<file path="src/rtl/qmult_sched.sv">
// Round-robin scheduler sharing one fixed-point qmult among NREQ requesters.
// Latency: accept at T, MUL at T+1, result valid from T+2; result port stalls the FSM in RESP.

module qmult #(
    parameter int Q = 8,
    parameter int N = 16
) (
    input  logic [N-1:0] i_multiplicand,
    input  logic [N-1:0] i_multiplier,
    output logic [N-1:0] o_result,
    output logic         ovr
);
    // Sign-magnitude: MSB is the sign, the remaining bits are the Q-format magnitude.
    logic [2*N-3:0] mag;

    assign mag      = {{(N-1){1'b0}}, i_multiplicand[N-2:0]} * {{(N-1){1'b0}}, i_multiplier[N-2:0]};
    assign o_result = {i_multiplicand[N-1] ^ i_multiplier[N-1], mag[N-2+Q:Q]};
    assign ovr      = |mag[2*N-3:N-1+Q];
endmodule

module qmult_sched #(
    parameter int Q    = 8,
    parameter int N    = 16,
    parameter int NREQ = 4,
    parameter int IDW  = 2
) (
    input  logic                i_clk,
    input  logic                i_rst,
    input  logic [NREQ-1:0]     i_req_valid,
    output logic [NREQ-1:0]     o_req_ready,
    input  logic [NREQ*N-1:0]   i_multiplicand,
    input  logic [NREQ*N-1:0]   i_multiplier,
    output logic                o_res_valid,
    input  logic                i_res_ready,
    output logic [IDW-1:0]      o_res_id,
    output logic [N-1:0]        o_result,
    output logic                o_ovr,
    output logic [NREQ-1:0]     o_ovr_sticky,
    input  logic [NREQ-1:0]     i_ovr_clr,
    output logic                o_busy
);
    typedef enum logic [1:0] {
        IDLE = 2'd0,
        MUL  = 2'd1,
        RESP = 2'd2
    } state_t;

    state_t          state, state_nxt;
    logic [IDW-1:0]  rr_ptr;
    logic [IDW-1:0]  id_r;
    logic [N-1:0]    op_a, op_b;
    logic [N-1:0]    res_r;
    logic            ovr_r;
    logic [NREQ-1:0] sticky_r;

    logic            grant_vld;
    logic [IDW-1:0]  grant_idx;
    logic [IDW:0]    cand;
    logic [IDW:0]    ptr_inc;
    logic [IDW-1:0]  rr_ptr_nxt;
    logic            accept;
    logic [N-1:0]    mul_res;
    logic            mul_ovr;
    logic [NREQ-1:0] sticky_set;

    // Scan from rr_ptr upward with wrap at NREQ, so non-power-of-two counts never yield an out-of-range index.
    always_comb begin
        grant_vld = 1'b0;
        grant_idx = '0;
        cand      = '0;
        for (int i = 0; i < NREQ; i++) begin
            cand = {1'b0, rr_ptr} + (IDW+1)'(i);
            if (cand >= (IDW+1)'(NREQ)) begin
                cand = cand - (IDW+1)'(NREQ);
            end
            if (!grant_vld && i_req_valid[cand[IDW-1:0]]) begin
                grant_vld = 1'b1;
                grant_idx = cand[IDW-1:0];
            end
        end
    end

    always_comb begin
        ptr_inc = {1'b0, grant_idx} + (IDW+1)'(1);
        if (ptr_inc >= (IDW+1)'(NREQ)) begin
            ptr_inc = '0;
        end
        rr_ptr_nxt = ptr_inc[IDW-1:0];
    end

    assign accept      = (state == IDLE) && grant_vld;
    assign o_req_ready = accept ? (NREQ'(1) << grant_idx) : '0;

    always_ff @(posedge i_clk or posedge i_rst) begin
        if (i_rst) begin
            state <= IDLE;
        end else begin
            state <= state_nxt;
        end
    end

    always_comb begin
        state_nxt = state;
        case (state)
            IDLE: if (accept) state_nxt = MUL;
            MUL:  state_nxt = RESP;
            RESP: if (i_res_ready) state_nxt = IDLE;
            default: state_nxt = IDLE;
        endcase
    end

    qmult #(.Q(Q), .N(N)) u_qmult (
        .i_multiplicand (op_a),
        .i_multiplier   (op_b),
        .o_result       (mul_res),
        .ovr            (mul_ovr)
    );

    always_ff @(posedge i_clk or posedge i_rst) begin
        if (i_rst) begin
            rr_ptr <= '0;
            id_r   <= '0;
            op_a   <= '0;
            op_b   <= '0;
            res_r  <= '0;
            ovr_r  <= 1'b0;
        end else begin
            if (accept) begin
                rr_ptr <= rr_ptr_nxt;
                id_r   <= grant_idx;
                op_a   <= i_multiplicand[int'(grant_idx)*N +: N];
                op_b   <= i_multiplier[int'(grant_idx)*N +: N];
            end
            if (state == MUL) begin
                res_r <= mul_res;
                ovr_r <= mul_ovr;
            end
        end
    end

    // A set from the finishing multiply overrides a same-cycle clear of that bit.
    assign sticky_set = ((state == MUL) && mul_ovr) ? (NREQ'(1) << id_r) : '0;

    always_ff @(posedge i_clk or posedge i_rst) begin
        if (i_rst) begin
            sticky_r <= '0;
        end else begin
            sticky_r <= (sticky_r & ~i_ovr_clr) | sticky_set;
        end
    end

    assign o_res_valid  = (state == RESP);
    assign o_res_id     = id_r;
    assign o_result     = res_r;
    assign o_ovr        = ovr_r;
    assign o_ovr_sticky = sticky_r;
    assign o_busy       = (state != IDLE);
endmodule
</file>
<file path="config.mk">
export PLATFORM = sky130hd
export DESIGN_NAME = qmult_sched
export DESIGN_NICKNAME = d
export VERILOG_FILES = /design/src/rtl/qmult_sched.sv
export SDC_FILE = /design/constraint.sdc
export NUM_CORES = 1
export LEC_CHECK = 0
export ABC_CLOCK_PERIOD_IN_PS = 5670
export BUFFER_PORTS_ARGS = -buffer_cell sky130_fd_sc_hd__buf_4
export CAP_MARGIN = 20
export CELL_PAD_IN_SITES_DETAIL_PLACEMENT = 0
export CELL_PAD_IN_SITES_GLOBAL_PLACEMENT = 1
export CORE_AREA = 8 8 134 229
export DETAILED_ROUTE_END_ITERATION = 6
export DIE_AREA = 0 0 142 237
export MAX_ROUTING_LAYER = met4
export PLACE_DENSITY = 0.81
export SYNTH_ARGS = -nofsm -noshare
export SYNTH_HDL_FRONTEND = slang
export SYNTH_SLANG_ARGS = --single-unit
export TNS_END_PERCENT = 100
</file>
<file path="constraint.sdc">
create_clock -name i_clk -period 5.67 [get_ports i_clk]
set_input_delay 0.8505 -clock i_clk [delete_from_list [all_inputs] [get_ports i_clk]]
set_output_delay 0.8505 -clock i_clk [all_outputs]
set_load 0.02 [all_outputs]
</file>
## After elaboration in Yosys (flattened, before gate mapping)

Index checks and enable logic that the tools add are counted.

- RAM bits: 0
- Bits in read-only memories: 0
- Latch bits: 0
- Output and inout bits: 29
- Register bits after elaboration: 59
- Memories: 0
- Logic and storage cells: 76
- Input bits: 139

- Multiplexer cells: 26
- Magnitude comparators: 9
- Multiply operators: 1
- Div/mod/pow operators: 0
- Shift operators: 4
- Reductions and logical operators: 12
- Bitwise operators: 4
- Add/sub/neg operators: 8
- Equal/unequal tests: 4

Operators with widths:

| cell | count |
|---|---|
| $shiftx A64 B7 Y16 | 2 |
| $mul A15 B15 Y30 | 1 |
| $mux W2 | 11 |
| $ge A3 B3 Y1 const B | 4 |
| $lt A2 B3 Y1 const B | 4 |
| $bmux W1 S2 | 4 |
| $mux W1 | 8 |
| $mux W4 | 2 |
| $shl A1 B2 Y4 const A | 2 |
| $sub A2 B1 Y2 const B | 4 |
| $reduce_or A7 Y1 | 1 |
| $add A2 B1 Y3 const B | 2 |
| $add A2 B2 Y3 const B | 2 |
| $pmux W2 S3 | 1 |
| $logic_and A1 B1 Y1 | 5 |
| $and A4 B4 Y4 | 1 |
| $not A4 Y4 | 1 |
| $or A4 B4 Y4 | 1 |
| $ge A2 B3 Y1 const B | 1 |
| $logic_not A1 Y1 | 3 |
| $eq A2 B1 Y1 const B | 1 |
| $eq A2 B2 Y1 const B | 1 |
| $logic_not A2 Y1 | 1 |
| $ne A2 B1 Y1 const B | 1 |
| other kinds (4) | 4 |

## Longest topological paths before layout

Gate-level depths: netlist of the first run.

- Depth after elaboration: 17
- Mapped depth: 24
- Mapped depth without buffers: 22

## By module

Synthesis of the first run repeated with hierarchy kept, for this count alone.

- Cells, all modules: 1098
- Area total of the unflattened synthesis: 10307.4 um2

By module, submodules not included:

| module | instances | area an instance (um2) | cells each | seq. area each (um2) |
|---|---|---|---|---|
| qmult | 1 | 7283.2 | 818 | 0.0 |
| qmult_sched | 1 | 3024.2 | 280 | 1476.4 |

## Worst setup path after synthesis of the first run

No wires, ideal clock.

- Kind: register to register
- Start: register op_a[10]
- End: register sticky_r[1], in the netlist o_ovr_sticky[1]
- Library setup time: 140 ps
- Period minus slack after synthesis: 6208 ps
- Required time: 5530 ps
- Path buffers: 1
- Arrival time: 6067 ps
- Slack: -538 ps
- Cell stages (with the launch flop): 24
- Cell sequence: dfrtp_1 clkbuf_1 and2_1 fa_1 inv_1 fa_1 inv_1 fa_1 inv_1 fa_1 inv_1 fa_1 inv_1 fa_1 inv_1 ha_1 a21oi_1 o221ai_1 a31oi_1 nor3_1 or3_1 a22o_1 nor4_4 o22ai_1

- Word-level cells in the longest chain between the ends: 5

RTL lines:

| what | RTL line | RTL |
|---|---|---|
| from (decl) | 51 | `logic [N-1:0] op_a, op_b;` |
| from (signal assigned) | 131 | `op_a <= i_multiplicand[int'(grant_idx)*N +: N];` |
| $mul A15 B15 Y30 | 16 | `assign mag = {{(N-1){1'b0}}, i_multiplicand[N-2:0]} * {{(N-1){1'b0}}, i_multiplier[N-2:0]};` |
| $reduce_or A7 Y1 | 18 | `assign ovr = \|mag[2*N-3:N-1+Q];` |
| $logic_and A1 B1 Y1 | 142 | `assign sticky_set = ((state == MUL) && mul_ovr) ? (NREQ'(1) << id_r) : '0;` |
| $mux W4 | 142 |  |
| $or A4 B4 Y4 | 148 | `sticky_r <= (sticky_r & ~i_ovr_clr) \| sticky_set;` |
| to (signal assigned) | 148 |  |
| to (decl) | 54 | `logic [NREQ-1:0] sticky_r;` |

Every way passes these cells.
A chain may end at the register's enable or synchronous reset.

## Final worst setup path of the first run

- Start: register op_a[9]
- End: register sticky_r[2], in the netlist o_ovr_sticky[2]

The elaborated chain is that of the path after synthesis.

==> impl_metrics.csv, run 1 <==
group,metric,value,unit
timing,grt_setup_unrepaired,"yes",
routing,drt-total-wl,31.7,mm
timing,fin_ws,-0.476,ns
floorplanning,start_util,39.1,%
synthesis,ys_ff_latch,59,
placed_design,pre_cts_slack,-0.587,ns
synthesis,async_flop_share,100,%
timing,tns,-3.10,ns
worst_setup_path,rrSetupSlack,-0.48,ns
worst_setup_path,start_kind,"flop",
clocking,root_buffer,"clkbuf_16",
routing,first_iter_violations,370,
status,status,"complete, but fails checks",
floorplanning,core_area,0.0277,sq mm
global_route,grt_use_total,19.8,%
timing,max_freq,0.163,GHz
routing,routedWlPerCell,16.3,microns
routing,viasPerCell,4.90,
worst_setup_path,crit_buf_inv,8,
cells_and_area,antenna_cells,0,
synthesis,netlist_area,0.0108,sq mm
cells_and_area,fin_nets,1973,
timing,slew_headroom,45.8,%
synthesis,yosys.area.top_type,"fa_1",
worst_setup_path,cpMaxStageDelayCell,"fa_1",
timing,hold_slack,0.473,ns
synthesis,ys_types,56,
worst_setup_path,arrival,6.38,ns
cells_and_area,fillers,2663,
clocking,cts_sinks,59,
global_route,grt_pass1_vias,10300,
worst_setup_path,critPathMaxStageDelay,0.53,ns
worst_hold_path,min_path_type,"flop to flop",
floorplanning,rows,81,
clocking,h-tree-depth,3,
synthesis,syn_avg_cell_area,8.16,sq um
worst_setup_path,crit_family,"adder cells",
clocking,cts_inserted_buffers,9,
global_route,grt_pass1_wl,50.7,mm
clocking,clk_latency,0.36,ns
floorplanning,ios,168,
placed_design,gp_congestion,0.978,
worst_setup_path,cp_common_cell,"fa_1",
routing,route.detailed.drc,0,
timing,slew_viol_final,0,
worst_setup_path,cp_data_required_time,5.90,ns
global_route,grt_remaining_overflow,0,
placed_design,portBuffers,167,
floorplanning,dieArea,0.0337,sq mm
timing,fin_worst_skew,0.00606,ns
synthesis,ys_dominant_reg_cell,"dfrtp_1",
timing,post-route-period-util,108,%
synthesis,synth_edf_count,0,
clocking,cts_tree,"yes",
status,violations,"setup timing",
synthesis,yosys_warnings,0,
synthesis,synth.area.top_cells,"fa_1, dfrtp_1, ha_1, nand2_1, and2_1",
worst_setup_path,cp_cell_sequence,"buf_12 > and2_4 > fa_1 > inv_1 > fa_1 > inv_1 > fa_1 > inv_1 > fa_1 > inv_1 > fa_1 > inv_1 > fa_1 > inv_2 > ha_4 > a21oi_4 > o221ai_4 > a31oi_4 > nor3_2 > or3_1 > a22o_1 > nor4_4 > buf_4 > o22ai_1",
floorplanning,dieHeight,237,microns
routing,ant_nets,0,
job,maxCapViolCount,0,
placed_design,place_hpwl,27.0,mm
floorplanning,die_w,142,microns
cells_and_area,syn_to_final_growth,28.9,%
synthesis,syn_nets,1726,
global_route,grt_max_degree,74,
clocking,path_clk_slew,0.05,ns
synthesis,synth_top_area_share,30.7,%
global_route,antenna_found_initial,0,
timing,setup_viol,10,
timing,period_minus_slack,6.15,ns
timing,worst_pin_slew,0.812,ns
worst_setup_path,crit_type,"flop to flop",
cells_and_area,drive_above_1_share,24.1,%
timing,hold_violations,0,
routing,vias,9549,
routing,first_pass_iters,4,
worst_setup_path,end_kind,"flop",
clocking,clock_path_buffers,2,
synthesis,synth_seq_area_share,13.6,%
worst_setup_path,worstPathMaxFanout,6,
synthesis,synthCells,1326,
==> registers in the layout, summed over array words and instances, names as in the netlist <==
register      flops
o_ovr             1
o_ovr_sticky      4
o_res_id          2
o_result         16
op_a             16
op_b             16
rr_ptr            2
state             2
==> logic make-up (layout without fill, tap and decap cells) <==
kind of cell	Yosys count	after routing	share of synthesized area [%]
AND/OR/NAND/NOR	545	545	24.1
flip-flops	59	59	13.6
adder cells (fa/ha/maj)	261	261	41.7
multiplexers	4	4	0.382
AO/OA/AOI/OAI	168	168	9.19
buffers and inverters	270	521	9.44
XOR/XNOR	19	19	1.54
==> per-stage QoR <==
step / std cells / util (%) / cell area [sq um]
2_1_floorplan: 1326 / - / 11000
3_3_place_gp: 1919 / 48.0 / 13300
3_5_place_dp: 1919 / 48.0 / 13300
4_1_cts: 1945 / 49.8 / 13800
6_report: 1950 / 50.4 / 13900
5_1_grt: 1950 / 50.4 / 13900
==> cell usage in the layout, fill, tap and decap left out, drive strengths merged, types with 2 or more instances in the layout <==
cell type / count
o21a: 5
or2: 3
a31oi: 6
o311ai: 2
xor2: 8
a221o: 2
nand2: 300
nand4: 8
o21ai: 92
clkinv: 3
ha: 95
dfrtp: 59
o211ai: 6
nor2: 8
or3: 2
a21o: 10
buf: 305
fa: 166
a21oi: 23
nor2b: 3
nand2b: 6
mux2i: 3
o31ai: 3
clkbuf: 12
nor4: 2
a211oi: 2
nor3: 3
nand3b: 3
nand3: 40
o22ai: 4
and2: 162
xnor2: 11
inv: 201
and3: 3
==> worst min-delay path, stage by stage, from the launching register on <==
cell     delay (ns)
dfrtp_1        0.34
nand2_1        0.05
nand2_1        0.05
==> cells in the mapped netlist (2+ instances only) <==
cell type,instances
a31oi_1,6
fa_1,166
o21a_1,5
mux2i_1,3
nor3_1,3
a211oi_1,2
a21o_1,9
xnor2_1,11
or3_1,2
nand2_1,300
or2_2,3
o211ai_1,6
o31ai_1,3
clkbuf_1,64
nor2_1,8
and2_1,162
nand4_1,8
inv_1,201
xor2_1,8
dfrtp_1,59
buf_1,4
o21ai_0,89
nand3b_1,3
a21oi_1,22
nand3_1,40
nand2b_1,6
ha_1,95
o21ai_1,3
o22ai_1,4
and3_1,3
nor2b_1,3
==> path summary, 6_finish.rpt <==
kind,start,cells after the start,endpoint
setup reg to reg,op_a[9]$_DFFE_PP0P_,24,o_ovr_sticky[2]$_DFF_PP0_
hold reg to reg,o_result[3]$_DFFE_PP0N_,2,o_result[3]$_DFFE_PP0N_
setup / recovery,op_a[9]$_DFFE_PP0P_,24,o_ovr_sticky[2]$_DFF_PP0_
max in group asynchronous,i_rst,3,op_a[7]$_DFFE_PP0P_
min in group asynchronous,i_rst,3,state[0]$_DFFE_PP0P_
hold / removal,o_result[3]$_DFFE_PP0N_,2,o_result[3]$_DFFE_PP0N_
==> layer usage <==
| metal | GRT usage, % | part of all wire (%) |
|---|---|---|
| met1 | 18.7 | 35 |
| met4 | 10.7 | 4.7 |
| met2 | 38.1 | 59 |
| met3 | 1.63 | 1.9 |
| met5 | - | 0 |
==> layout make-up <==
cell class / count / area, sq um / area share [%]
Clock buffer: 12 / 246 / 1.77
Clock inverter: 3 / 15.0 / 0.108
Inverter: 201 / 754 / 5.41
Multi-Input combinational cell: 997 / 8620 / 61.8
Sequential cell: 59 / 1490 / 10.7
Tap cell: 373 / 467 / 3.35
Timing Repair Buffer: 305 / 2360 / 16.9
==> timing repair <==
| item | 4_1_cts | 5_1_grt |
|---|---|---|
| buffers inserted | 11 | 4 |
| hold buffers | 0 | 0 |
| resized for setup | 26 | 30 |
| setup endpoints to repair | 11 | 14 |
| pin swaps | 12 | 17 |
Power of run 1 is not shown: default switching activity piles up to over one toggle a cycle in this logic, so the estimate is an artifact.
==> inputs of run 2 (changes only) <==
==> constraint.sdc (replaced) <==
create_clock -name i_clk -period 5.67 [get_ports i_clk]
set_input_delay 0.567 -clock i_clk [delete_from_list [all_inputs] [get_ports i_clk]]
set_output_delay 0.567 -clock i_clk [all_outputs]
set_load 0.02 [all_outputs]
==> run 2 against run 1 <==
Compared with the run above: the flow still finishes with violations (setup timing); sequential share of layout area fell by 0.13 points; clock skew rose by 0.0017 ns; die area did not move; routed wire length fell by 0.23%; critical path type unchanged; largest cell class unchanged.
==> impl_metrics.csv, run 2 (same netlist as run 1, synthesis figures left out) <==
group,metric,value,unit
timing,fin_worst_skew,0.00780,ns
floorplanning,dieArea,0.0337,sq mm
global_route,grt_pass1_vias,10300,
clocking,cts_sinks,59,
routing,routedWlPerCell,16.2,microns
cells_and_area,fin_nets,1977,
cells_and_area,final_cell_mix,"nand2_1, buf_4, inv_1, fa_1, and2_1",
floorplanning,ios,168,
worst_setup_path,crit_type,"flop to flop",
routing,route.detailed.drc,0,
global_route,grt_pass1_wl,51.0,mm
placed_design,portBuffers,167,
cells_and_area,fillers,2616,
routing,first_pass_iters,5,
placed_design,place_hpwl,26.9,mm
status,violations,"setup timing",
timing,hold_violations,0,
timing,slew_headroom,45.5,%
floorplanning,rows,81,
cells_and_area,antenna_cells,0,
worst_setup_path,arrival,6.24,ns
routing,ant_nets,0,
timing,tns,-1.94,ns
worst_setup_path,cp_data_required_time,5.90,ns
worst_setup_path,cp_common_cell,"fa_1",
timing,max_freq,0.166,GHz
floorplanning,start_util,39.1,%
global_route,grt_use_total,19.9,%
status,status,"complete, but fails checks",
timing,period_minus_slack,6.01,ns
clocking,clock_path_buffers,2,
floorplanning,core_area,0.0277,sq mm
timing,grt_setup_unrepaired,"yes",
timing,slew_viol_final,0,
clocking,clk_latency,0.35,ns
cells_and_area,layout_commonest_cell,"nand2_1",
cells_and_area,drive_above_1_share,25.6,%
timing,worst_pin_slew,0.817,ns
worst_setup_path,critPathMaxStageDelay,0.54,ns
routing,first_iter_violations,371,
timing,setup_viol,8,
routing,vias,9495,
clocking,cts_tree,"yes",
cells_and_area,post-route-util,51.2,%
routing,viasPerCell,4.86,
clocking,root_buffer,"clkbuf_16",
timing,post-route-period-util,106,%
clocking,h-tree-depth,3,
clocking,path_clk_slew,0.05,ns
timing,fin_ws,-0.340,ns
job,maxCapViolCount,0,
worst_setup_path,start_kind,"flop",
cells_and_area,multi_input_area,0.00870,sq mm
cells_and_area,ff_latch_area,0.00149,sq mm
routing,drt-total-wl,31.7,mm
clocking,cts_inserted_buffers,9,
placed_design,gp_congestion,0.966,
worst_setup_path,cpMaxStageDelayCell,"fa_1",
worst_setup_path,end_kind,"flop",
floorplanning,dieHeight,237,microns
cells_and_area,syn_to_final_growth,30.8,%
worst_setup_path,cp_cell_sequence,"and2_4 > fa_1 > inv_1 > fa_1 > inv_1 > fa_1 > inv_1 > fa_1 > inv_1 > fa_1 > inv_1 > fa_1 > inv_2 > ha_4 > a21oi_4 > o221ai_4 > a31oi_4 > nor3_2 > or3_1 > a22o_1 > nor4_4 > buf_6 > o22ai_1",
global_route,grt_max_degree,74,
worst_hold_path,min_path_type,"input pin to flop",
global_route,antenna_found_initial,0,
global_route,grt_remaining_overflow,0,
floorplanning,die_w,142,microns
worst_setup_path,worstPathMaxFanout,6,
-- run 2: changes by cell type in the layout (fill, tap and decap cells not counted), sizes merged --
cell	before	now
clkbuf	12	11
bufinv	0	3
clkinv	3	2
buf	305	309
-- run 2: critical path, delay by kind of cell, from the launching register on --
family          cells  cell delay (ns)
simple gates        4             0.84
flops               1             0.44
fa+ha+maj           7             3.25
compound gates      5             0.87
buf+inv             7             0.49
-- run 2: stage by stage --
step | worst slack [ns] | hold slack, ns | instances | area [sq um]
2_1_floorplan | -0.144 | 0.470 | 1326 | 11000
3_3_place_gp | -0.543 | 0.454 | 1921 | 13300
3_5_place_dp | -0.620 | 0.467 | 1921 | 13300
4_1_cts | -0.403 | 0.390 | 1952 | 14000
5_1_grt | -0.558 | 0.397 | 1955 | 14200
6_report | -0.340 | 0.406 | 1955 | 14200
-- run 2: layer usage --
layer	up-vias	track usage [%]	part of all wire, %
met5	-	-	0
met4	0	11.3	5.0
met3	68	1.31	1.7
met2	215	37.6	58
met1	4595	19.5	36
li1	4617	-	-
-- run 2: what timing repair did --
item                       in CTS  in global routing
pin swaps                      21                 10
hold buffers                    0                  0
setup endpoints to repair      11                 12
buffers inserted               15                  2
resized for setup              64                 21
-- run 2: final timing paths --
kind,end,slack (ns),from,cells past startpoint
max,o_ovr_sticky[3]$_DFF_PP0_,-0.34,op_a[10]$_DFFE_PP0P_,23
min,o_ovr_sticky[3]$_DFF_PP0_,0.41,i_ovr_clr[3],2
max reg2reg,o_ovr_sticky[3]$_DFF_PP0_,-0.34,op_a[10]$_DFFE_PP0P_,23
min reg2reg,o_result[3]$_DFFE_PP0N_,0.47,o_result[3]$_DFFE_PP0N_,2
max in group asynchronous,op_b[12]$_DFFE_PP0P_,4.61,i_rst,3
min in group asynchronous,state[0]$_DFFE_PP0P_,0.46,i_rst,3
-- run 2: final cells by class --
| cell class | instances | share of cell area [%] |
|---|---|---|
| clock inverter | 5 | 0.707 |
| multi-input combinational | 997 | 61.5 |
| sequential | 59 | 10.5 |
| tap | 373 | 3.30 |
| clock buffer | 11 | 1.71 |
| timing repair buffer | 309 | 16.9 |
| inverter | 201 | 5.33 |
Power of run 2 is left out for the same reason.
==> inputs of run 3 (changes only) <==
==> config.mk (replaced) <==
export PLATFORM = sky130hd
export DESIGN_NAME = qmult_sched
export DESIGN_NICKNAME = d
export VERILOG_FILES = /design/src/rtl/qmult_sched.sv
export SDC_FILE = /design/constraint.sdc
export NUM_CORES = 1
export LEC_CHECK = 0
export ABC_CLOCK_PERIOD_IN_PS = 6800
export BUFFER_PORTS_ARGS = -buffer_cell sky130_fd_sc_hd__buf_4
export CAP_MARGIN = 20
export CELL_PAD_IN_SITES_DETAIL_PLACEMENT = 0
export CELL_PAD_IN_SITES_GLOBAL_PLACEMENT = 1
export CORE_AREA = 8 8 128 219
export DETAILED_ROUTE_END_ITERATION = 6
export DIE_AREA = 0 0 136 227
export MAX_ROUTING_LAYER = met4
export PLACE_DENSITY = 0.85
export SYNTH_ARGS = -nofsm -noshare
export SYNTH_HDL_FRONTEND = slang
export SYNTH_SLANG_ARGS = --single-unit
export TNS_END_PERCENT = 100
==> constraint.sdc (replaced) <==
create_clock -name i_clk -period 6.8 [get_ports i_clk]
set_input_delay 0.68 -clock i_clk [delete_from_list [all_inputs] [get_ports i_clk]]
set_output_delay 0.68 -clock i_clk [all_outputs]
set_load 0.02 [all_outputs]
==> run 3 against run 2 <==
Compared with the run above: the flow now finishes without violations; register-to-register slack better by 0.65 ns; worst setup slack better by 0.65 ns; routed wire length down 3.8%; global-route usage up 0.90 points; sequential share of layout area up 0.99 points; maximum frequency down 7.4%; clock skew down 0.0013 ns; die area down 8.3%; non-clock buffer count down 109; critical endpoint is now o_ovr_sticky[2]$_DFF_PP0_.
==> impl_metrics.csv, run 3 (same netlist as run 1, synthesis figures left out) <==
group,metric,value,unit
timing,hold_violations,0,
cells_and_area,ff_latch_area,0.00148,sq mm
timing,tns,0,ns
clocking,path_clk_slew,0.06,ns
routing,viasPerCell,5.11,
cells_and_area,antenna_cells,0,
worst_setup_path,cp_common_cell,"fa_1",
cells_and_area,multi_input_area,0.00835,sq mm
worst_setup_path,arrival,6.71,ns
timing,slew_viol_final,0,
routing,drt-total-wl,30.4,mm
clocking,root_buffer,"clkbuf_16",
cells_and_area,fillers,2460,
timing,post-route-period-util,95.4,%
global_route,grt_use_total,20.8,%
timing,max_freq,0.154,GHz
job,maxCapViolCount,0,
timing,slew_headroom,46.4,%
floorplanning,dieArea,0.0309,sq mm
worst_setup_path,worstPathMaxFanout,16,
global_route,antenna_found_initial,0,
routing,route.detailed.drc,0,
timing,grt_setup_unrepaired,"no",
worst_setup_path,cp_cell_sequence,"nand2_1 > fa_1 > fa_1 > fa_1 > inv_1 > fa_1 > fa_1 > inv_1 > fa_1 > inv_1 > ha_1 > a21o_1 > a31oi_1 > o22ai_1 > or3_1 > o211ai_1 > o311ai_2 > nor4_4 > buf_4 > o22ai_1",
cells_and_area,layout_commonest_cell,"nand2_1",
routing,first_pass_iters,5,
clocking,cts_sinks,59,
placed_design,portBuffers,167,
worst_setup_path,start_kind,"flop",
routing,ant_nets,0,
global_route,grt_max_degree,74,
worst_setup_path,cpMaxStageDelayCell,"dfrtp_1",
routing,vias,9135,
cells_and_area,drive_above_1_share,15.9,%
placed_design,gp_congestion,0.927,
floorplanning,dieHeight,227,microns
routing,routedWlPerCell,17.0,microns
cells_and_area,fin_nets,1868,
floorplanning,die_w,136,microns
clocking,cts_tree,"yes",
timing,fin_worst_skew,0.00649,ns
clocking,h-tree-depth,3,
global_route,grt_pass1_vias,9793,
worst_setup_path,critPathMaxStageDelay,0.76,ns
global_route,grt_remaining_overflow,0,
routing,first_iter_violations,317,
floorplanning,ios,168,
placed_design,place_hpwl,25.6,mm
clocking,cts_inserted_buffers,9,
clocking,clock_path_buffers,2,
worst_setup_path,crit_type,"flop to flop",
floorplanning,start_util,43.2,%
floorplanning,core_area,0.0250,sq mm
worst_setup_path,end_kind,"flop",
worst_hold_path,min_path_type,"flop to flop",
worst_setup_path,cp_data_required_time,7.03,ns
clocking,clk_latency,0.34,ns
cells_and_area,final_cell_mix,"nand2_1, buf_4, inv_1, fa_1, and2_1",
status,status,"completed",
cells_and_area,syn_to_final_growth,18.6,%
floorplanning,rows,77,
timing,worst_pin_slew,0.804,ns
timing,setup_viol,0,
worst_setup_path,crit_family,"adder cells",
timing,period_minus_slack,6.49,ns
global_route,grt_pass1_wl,48.6,mm
worst_setup_path,crit_buf_inv,4,
[run 3: per-stage QoR]
| step | cells | hold WS (ns) | instance area (sq um) | setup slack, ns | utilization [%] |
|---|---|---|---|---|---|
| floorplan | 1326 | 0.470 | 10800 | 0.592 | - |
| global placement | 1772 | 0.454 | 12400 | 0.321 | 49.7 |
| detailed placement | 1772 | 0.463 | 12400 | 0.217 | 49.7 |
| CTS | 1788 | 0.475 | 12800 | 0.209 | 51.1 |
| global route | 1789 | 0.507 | 12800 | 0.0178 | 51.2 |
| finish | 1789 | 0.472 | 12800 | 0.313 | 51.2 |
[run 3: timing repair]
action | CTS | global route
hold buffers | 0 | 0
resized for setup | 0 | 7
hold endpoints to repair | 0 | 0
endpoints found under the setup margin | 0 | 5
setup buffers | 0 | 1
[run 3: layout make-up]
| cell class | instances | area share [%] |
|---|---|---|
| Clock buffer | 12 | 1.92 |
| Tap cell | 316 | 3.08 |
| Multi-Input combinational cell | 997 | 65.1 |
| Inverter | 201 | 5.88 |
| Timing Repair Buffer | 200 | 11.7 |
| Clock inverter | 4 | 0.761 |
| Sequential cell | 59 | 11.5 |
[run 3: final timing paths]
check / start / slack (ns) / cells past startpoint / end
max: op_b[7]$_DFFE_PP0P_ / 0.31 / 20 / o_ovr_sticky[2]$_DFF_PP0_
min: o_result[3]$_DFFE_PP0N_ / 0.47 / 2 / o_result[3]$_DFFE_PP0N_
max reg2reg: op_b[7]$_DFFE_PP0P_ / 0.31 / 20 / o_ovr_sticky[2]$_DFF_PP0_
min reg2reg: o_result[3]$_DFFE_PP0N_ / 0.47 / 2 / o_result[3]$_DFFE_PP0N_
max in group asynchronous: i_rst / 5.64 / 3 / op_a[8]$_DFFE_PP0P_
min in group asynchronous: i_rst / 0.57 / 3 / state[0]$_DFFE_PP0P_
[run 3: worst min-delay path: cells and delay by family (launching register included)]
family / cells / cell delay (ns)
simple gates: 2 / 0.10
flops: 1 / 0.34
[run 3: routing by layer]
layer	global-route usage [%]	up-vias	wire length, microns
li1	-	4404	-
met1	20.8	4422	10600
met2	39.0	229	17500
met3	1.79	80	823
met4	10.8	0	1460
met5	-	-	0
Power of run 3 is left out for the same reason.
